--- src/rtl/ifetch_handshake.sv ---
// Instruction-fetch stage: owns the PC, fetches over a req/valid handshake, and picks the next PC at retire.
// Optional IFETCH_PERF_CNT_EN adds fetch_count/stall_count performance counters.
module ifetch_handshake #(
  parameter logic [31:0] RESET_PC = 32'h0000_0000,
  parameter int unsigned IMEM_AW  = 14
) (
  input  logic               clock,
  input  logic               reset,
  output logic               imem_req,
  output logic [IMEM_AW-1:0] imem_addr,
  input  logic [31:0]        imem_rdata,
  input  logic               imem_valid,
  output logic [31:0]        Instruction,
  output logic               inst_valid,
  input  logic               inst_ready,
  output logic [31:0]        opcplus4,
  input  logic [31:0]        Addr_result,
  input  logic [31:0]        Read_data_1,
  input  logic               Branch,
  input  logic               nBranch,
  input  logic               Jmp,
  input  logic               Jal,
  input  logic               Jr,
  input  logic               Zero,
  output logic               pc_misaligned
`ifdef IFETCH_PERF_CNT_EN
  ,
  output logic [31:0]        fetch_count,
  output logic [31:0]        stall_count
`endif
);

  localparam logic [1:0] S_IDLE = 2'd0;
  localparam logic [1:0] S_REQ  = 2'd1;
  localparam logic [1:0] S_HOLD = 2'd2;

  logic [1:0]  r_state;
  logic [31:0] r_pc;
  logic [31:0] r_instr;
  logic        r_req;
  logic        r_misaligned;

  logic [31:0] w_opcplus4;
  logic [31:0] w_next_pc;
  logic        w_target_misaligned;
  logic        w_branch_taken;
  logic        w_retire;

  assign w_opcplus4     = r_pc + 32'd4;
  assign w_branch_taken = (Branch & Zero) | (nBranch & ~Zero);
  assign w_retire       = (r_state == S_HOLD) && inst_ready;

  // Only Jr and branch targets can arrive misaligned; jump targets are built word-aligned.
  always_comb begin
    w_next_pc           = w_opcplus4;
    w_target_misaligned = 1'b0;
    if (Jr) begin
      w_next_pc           = {Read_data_1[31:2], 2'b00};
      w_target_misaligned = |Read_data_1[1:0];
    end else if (Jmp | Jal) begin
      w_next_pc = {w_opcplus4[31:28], r_instr[25:0], 2'b00};
    end else if (w_branch_taken) begin
      w_next_pc           = {Addr_result[31:2], 2'b00};
      w_target_misaligned = |Addr_result[1:0];
    end
  end

  always_ff @(posedge clock or negedge reset) begin
    if (!reset) begin
      r_state      <= S_IDLE;
      r_pc         <= RESET_PC;
      r_instr      <= '0;
      r_req        <= 1'b0;
      r_misaligned <= 1'b0;
    end else begin
      case (r_state)
        S_IDLE: begin
          r_state <= S_REQ;
          r_req   <= 1'b1;
        end
        S_REQ: begin
          if (imem_valid) begin
            r_instr <= imem_rdata;
            r_req   <= 1'b0;
            r_state <= S_HOLD;
          end
        end
        S_HOLD: begin
          if (inst_ready) begin
            r_pc    <= w_next_pc;
            r_req   <= 1'b1;
            r_state <= S_REQ;
            if (w_target_misaligned) r_misaligned <= 1'b1;
          end
        end
        default: begin
          r_state <= S_IDLE;
          r_req   <= 1'b0;
        end
      endcase
    end
  end

  assign imem_req      = r_req;
  assign imem_addr     = r_pc[IMEM_AW+1:2];
  assign Instruction   = r_instr;
  assign inst_valid    = (r_state == S_HOLD);
  assign opcplus4      = w_opcplus4;
  assign pc_misaligned = r_misaligned;

`ifdef IFETCH_PERF_CNT_EN
  logic [31:0] r_fetch_count;
  logic [31:0] r_stall_count;
  logic        w_stall;

  assign w_stall = ((r_state == S_REQ) && !imem_valid) || ((r_state == S_HOLD) && !inst_ready);

  always_ff @(posedge clock or negedge reset) begin
    if (!reset) begin
      r_fetch_count <= '0;
      r_stall_count <= '0;
    end else begin
      if (w_retire) r_fetch_count <= r_fetch_count + 32'd1;
      if (w_stall)  r_stall_count <= r_stall_count + 32'd1;
    end
  end

  assign fetch_count = r_fetch_count;
  assign stall_count = r_stall_count;
`else
  logic w_retire_unused;
  assign w_retire_unused = w_retire;
`endif

endmodule

--- config.mk ---
export PLATFORM = sky130hd
export DESIGN_NAME = ifetch_handshake
export DESIGN_NICKNAME = d
export VERILOG_FILES = /design/src/rtl/ifetch_handshake.sv
export SDC_FILE = /design/constraint.sdc
export NUM_CORES = 1
export LEC_CHECK = 0
export ABC_AREA = 1
export CORE_ASPECT_RATIO = 1.25
export CORE_MARGIN = 4
export CORE_UTILIZATION = 47
export DETAILED_ROUTE_END_ITERATION = 8
export GPL_TIMING_DRIVEN = 0
export HOLD_SLACK_MARGIN = 0.06
export PLACE_DENSITY = 0.88
export SLEW_MARGIN = 20
export SYNTH_ARGS = -nofsm -noshare
export SYNTH_HDL_FRONTEND = slang
export SYNTH_SLANG_ARGS = --single-unit
--- constraint.sdc ---
create_clock -name clock -period 3.79 [get_ports clock]
set_input_delay 0.758 -clock clock [delete_from_list [all_inputs] [get_ports clock]]
set_output_delay 0.758 -clock clock [all_outputs]
set_load 0.02 [all_outputs]
==> results of run 1 <==
## final timing paths
check,startpoint,to,slack (ns),cells past startpoint
hold reg to reg,Instruction[30],Instruction[30],0.50,1
setup / recovery,r_pc[2],opcplus4[20],0.52,7
hold / removal,reset,r_pc[5],0.28,1
max in group asynchronous,reset,Instruction[2],2.98,2
min in group clock,Instruction[30],Instruction[30],0.50,1
setup reg to reg,r_pc[2],r_pc[8],1.91,10
## worst max-delay path: stages, from the launching register on
cell             delay (ns)
dfrtp_1                0.45
ha_1                   0.31
nand3_2                0.18
nor2_2                 0.17
nand4_1                0.19
nand2_1                0.14
and2_1                 0.14
clkdlybuf4s50_1        0.61
## kinds of logic after synthesis
family	share of synthesized area [%]
other cells	0.0833
simple gates	34.9
mux	8.01
compound gates	7.48
fa+ha+maj	0.278
buf+inv	9.92
flops	36.1
xor+xnor	3.23
## flip-flops by register name, indices dropped and copies added, names as in the netlist
name	count
imem_req	1
pc_misaligned	1
Instruction	32
r_pc	30
r_state	1
## cell usage in the layout, fill, tap and decap left out, drive strengths merged, types with 26 or more instances in the layout
| cell | instances |
|---|---|
| buf | 29 |
| mux2 | 32 |
| a21oi | 34 |
| nand3 | 40 |
| dfrtp | 65 |
| inv | 58 |
| clkbuf | 26 |
| clkdlybuf4s50 | 183 |
| nand2 | 230 |
| nor2 | 84 |
## power breakdown
group	total (µW)	switching [µW]	internal, µW
logic	2740	1410	1330
clock network	791	300	492
registers	1410	374	1030
total	4940	2080	2860
## cell type report
class                   count  area [µm²]  area share [%]
repair buffers            185        1870            27.4
clock inverters             2        12.5           0.184
flip-flops and latches     65        1630            23.9
clock buffers              13         270            3.97
inverters                  59         221            3.25
well taps                 123         154            2.26
plain buffers              40         225            3.31
multi-input cells         479        2430            35.7
## through the flow
stage	hold WS, ns	std cells	instance area [µm²]
detailed placement	0.487	951	6530
finish	0.285	966	6810
global route	0.292	966	6810
CTS	0.287	966	6810
global placement	0.466	950	6500
floorplan	0.462	643	4500
## routing by layer
| metal | vias up | global-route usage (%) |
|---|---|---|
| met2 | 200 | 50.1 |
| li1 | 2392 | - |
| met5 | - | 0 |
| met4 | 0 | 11.7 |
| met1 | 2219 | 34.8 |
| met3 | 29 | 5.57 |
==> flow_summary_export.csv, run 1 <==
group,metric,value,unit
power_and_ir_drop,power,4940,µW
power_and_ir_drop,p_per_area,725,mW/mm²
status,status,"complete, no violations",
yosys,synthArstFlopShare,100,%
run,drv_cap,0,
timing,setup_viol,0,
clock_network,postCtsHoldBufs,0,
die,core-area,0.00922,mm²
worst_hold_path,min_path_type,"input port to async pin",
timing,setup_tns,0,ns
power_and_ir_drop,power.leakage,0.00318,µW
worst_setup_path,worstPathArrival,2.51,ns
yosys,yosysUniqueCellTypes,33,
clock_network,cts_buffers,9,
clock_network,ctsHtreeMaxLevel,3,
clock_network,clk_path_buf_depth,2,
timing,max_freq,306,MHz
routing,drc,0,
yosys,synth_top_area_share,36.1,%
yosys,yosys_warnings,0,
cells_and_area,fin_util,73.8,%
routing,highest_layer,"met4",
timing,setup_slack,0.519,ns
worst_setup_path,start_kind,"flop",
clock_network,root_buffer,"clkbuf_16",
routing,vias,4840,
clock_network,post_cts_buffers,0,
worst_setup_path,end_kind,"primary output",
global_route,grt_pass1_wl,25400,µm
global_route,grtUsageTotal,29.1,%
timing,finalHoldViolCount,0,
routing,wl_met3,1030,µm
timing,final.setup_skew,0.00527,ns
routing,met1_length,6190,µm
clock_network,cts_resized,0,
timing,min_period_over_period,86.3,%
routing,via_per_inst,5.01,
yosys,synth_edf_count,0,
die,rows,39,
timing,rsz0062_at_grt,"no",
global_route,grt_pass1_vias,5045,
routing,wire_per_inst,16.5,µm
cells_and_area,drive_above_1_share,11.6,%
yosys,ys_top_cells_by_area,"dfrtp_1 36%, nand2_1 19%, mux2_2 8.0%",
die,start_util,48.8,%
timing,tightestPinTransition,0.640,ns
yosys,synthTopCellsByCount,"225 x nand2_1, 71 x nor2_1, 65 x dfrtp_1",
cells_and_area,antenna-diode-count,0,
place,dpl.hpwl,12600,µm
die,die_w,95.5,µm
timing,fin_crit,3.27,ns
place,gp_congestion,0.939,
yosys,ys_seq_area_share,36.1,%
global_route,grt_max_degree,53,
routing,drt_iter0_drc,291,
routing,dr.pass1.iters,5,
cells_and_area,nets,946,
timing,slew_violations,0,
yosys,synthFlopType,"dfrtp_1",
die,ios,187,
die,dieArea,0.0112,mm²
yosys,syn_avg_cell_area,7.01,µm²
routing,wl,15900,µm
yosys,synth_top_area_cell,"dfrtp_1",
worst_setup_path,crit_type,"flop to primary output",
place,io_buffers,184,
clock_network,tritoncts,"done",
routing,wl_met2,8260,µm
die,die_y,117,µm
place,place_ws,0.900,ns
power_and_ir_drop,peakVddDrop,0.000479,V
yosys,synth_area,0.00450,mm²
cells_and_area,area_growth,51.3,%
worst_setup_path,crit_fanout,5,
yosys,synth-seq-cells,65,
clock_network,cts_sinks,65,
timing,relSlewSlack,57.4,%
worst_setup_path,crit_required,3.03,ns
yosys,synthCells,642,
cells_and_area,fill_cells,716,
routing,antenna_left,0,
clock_network,clk_latency,0.33,ns
yosys,yosys.cell_count.top_type,"nand2_1",
global_route,antenna_found_initial,0,
clock_network,clk_pin_slew_worst_paths,0.05,ns
global_route,grt_overflow_total,0,
(Power assumes the default switching activity.)
==> inputs of run 2 (changes only) <==
CORE_UTILIZATION = 25   (was 47)
PLACE_DENSITY = 0.53   (was 0.88)
==> run 2 against run 1 <==
Against the previous run:
- critical path depth stayed put
- first-iteration DRC count is 20% lower
- final area is 2.0% higher
- sequential share of layout area is 0.46 points lower
- largest power group unchanged
- highest routed layer is now met5
==> flow_summary_export.csv, run 2 (synthesis gave the netlist of run 1 again) <==
group,metric,value,unit
routing,via_per_inst,4.35,
clock_network,post_cts_buffers,0,
clock_network,tritoncts,"done",
global_route,grt_overflow_total,0,
global_route,antenna_found_initial,1,
timing,slew_violations,0,
run,drv_cap,0,
cells_and_area,largest_reg_flops,32,
timing,rsz0062_at_grt,"no",
global_route,grt_max_degree,47,
cells_and_area,area_growth,54.2,%
worst_hold_path,min_path_type,"input port to async pin",
cells_and_area,drive_above_1_share,11.5,%
die,ios,187,
timing,setup_viol,0,
die,core-area,0.0176,mm²
routing,vias,4650,
timing,max_freq,308,MHz
cells_and_area,final_common_cell,"nand2_1",
timing,setup_tns,0,ns
timing,finalHoldViolCount,0,
clock_network,root_buffer,"clkbuf_16",
status,status,"complete, no violations",
die,die_y,158,µm
global_route,grtUsageTotal,16.9,%
clock_network,cts_sinks,65,
routing,antenna_left,0,
timing,tightestPinTransition,0.701,ns
clock_network,clk_path_buf_depth,2,
timing,final.setup_skew,0.00485,ns
worst_setup_path,regToRegSetupSlack,1.95,ns
worst_setup_path,crit_type,"flop to primary output",
power_and_ir_drop,peakVddDrop,0.000357,V
clock_network,clk_pin_slew_worst_paths,0.06,ns
routing,wl,17400,µm
global_route,grt_pass1_wl,25800,µm
clock_network,cts_resized,0,
cells_and_area,layout.cells.non_filler,1068,
place,io_buffers,184,
cells_and_area,most-common-layout-cells,"225 x nand2_1, 183 x clkdlybuf4s50_1, 71 x nor2_1",
routing,wire_per_inst,16.3,µm
place,placed_cells,1052,
clock_network,cts_buffers,9,
routing,drc,0,
worst_setup_path,end_kind,"primary output",
power_and_ir_drop,power.leakage,0.00319,µW
clock_network,ctsHtreeMaxLevel,3,
power_and_ir_drop,power,4980,µW
timing,relSlewSlack,53.3,%
routing,dr.pass1.iters,4,
clock_network,postCtsHoldBufs,0,
die,die_w,128,µm
place,gp_congestion,0.852,
place,dpl.hpwl,14200,µm
timing,min_period_over_period,85.8,%
worst_setup_path,worstPathArrival,2.49,ns
cells_and_area,nets,946,
worst_setup_path,crit_required,3.03,ns
routing,drt_iter0_drc,234,
cells_and_area,antenna-diode-count,0,
timing,fin_crit,3.25,ns
global_route,grt_pass1_vias,4625,
clock_network,clk_latency,0.34,ns
power_and_ir_drop,p_per_area,717,mW/mm²
die,start_util,25.6,%
die,dieArea,0.0202,mm²
die,rows,54,
worst_setup_path,start_kind,"flop",
worst_setup_path,crit_fanout,5,
## run 2: cell count changes in the layout (fill, tap and decap cells not counted)
cell,previous run,this run
bufinv_16,0,1
clkbuf_8,3,1
clkinv_2,1,2
clkbuf_1,14,16
clkinvlp_4,1,0
## run 2: area by class of cell
type | count | area, µm²
buffer | 40 | 225
clock buffer | 13 | 250
clock inverter | 3 | 40.0
fill | 1879 | 10600
inverter | 59 | 221
multi-input combinational | 479 | 2430
sequential | 65 | 1630
tap | 224 | 280
timing repair buffer | 185 | 1870
## run 2: power breakdown
group	internal, µW	leakage [µW]	switching [µW]
registers	1030	0.000775	366
logic	1330	0.00227	1410
clock network	526	0.000144	314
## run 2: path summary, 6_finish.rpt
check	startpoint	endpoint	depth (start not counted)
worst max register to register	r_pc[2]	r_pc[22]	12
worst max-delay path	r_pc[2]	opcplus4[20]	7
worst min register to register	pc_misaligned	pc_misaligned	1
min in group clock	pc_misaligned	pc_misaligned	1
worst min-delay path	reset	Instruction[30]	1
max in group asynchronous	reset	r_pc[23]	2
## run 2: per-stage QoR
stage | hold WS (ns) | worst slack [ns] | utilization, % | cell area, µm²
floorplan | 0.462 | 1.63 | - | 4500
global placement | 0.486 | -0.590 | 37.7 | 6630
detailed placement | 0.467 | 0.874 | 37.9 | 6650
CTS | 0.315 | 0.497 | 39.5 | 6940
global route | 0.325 | 0.377 | 39.5 | 6940
finish | 0.317 | 0.539 | 39.5 | 6940
## run 2: metal layers
layer / share of wire, % / vias up / global-route usage [%]
met5: 0.069 / - / 0
met4: 1.9 / 2 / 5.86
met3: 6.2 / 20 / 4.39
met2: 52 / 126 / 30.5
met1: 40 / 2113 / 19.2
li1: - / 2389 / -
## run 2: worst max-delay path, stage by stage (launching register included)
cell,delay [ns]
dfrtp_1,0.43
ha_1,0.30
nand3_2,0.19
nor2_2,0.19
nand4_1,0.16
nand2_1,0.11
and2_1,0.16
clkdlybuf4s50_1,0.61
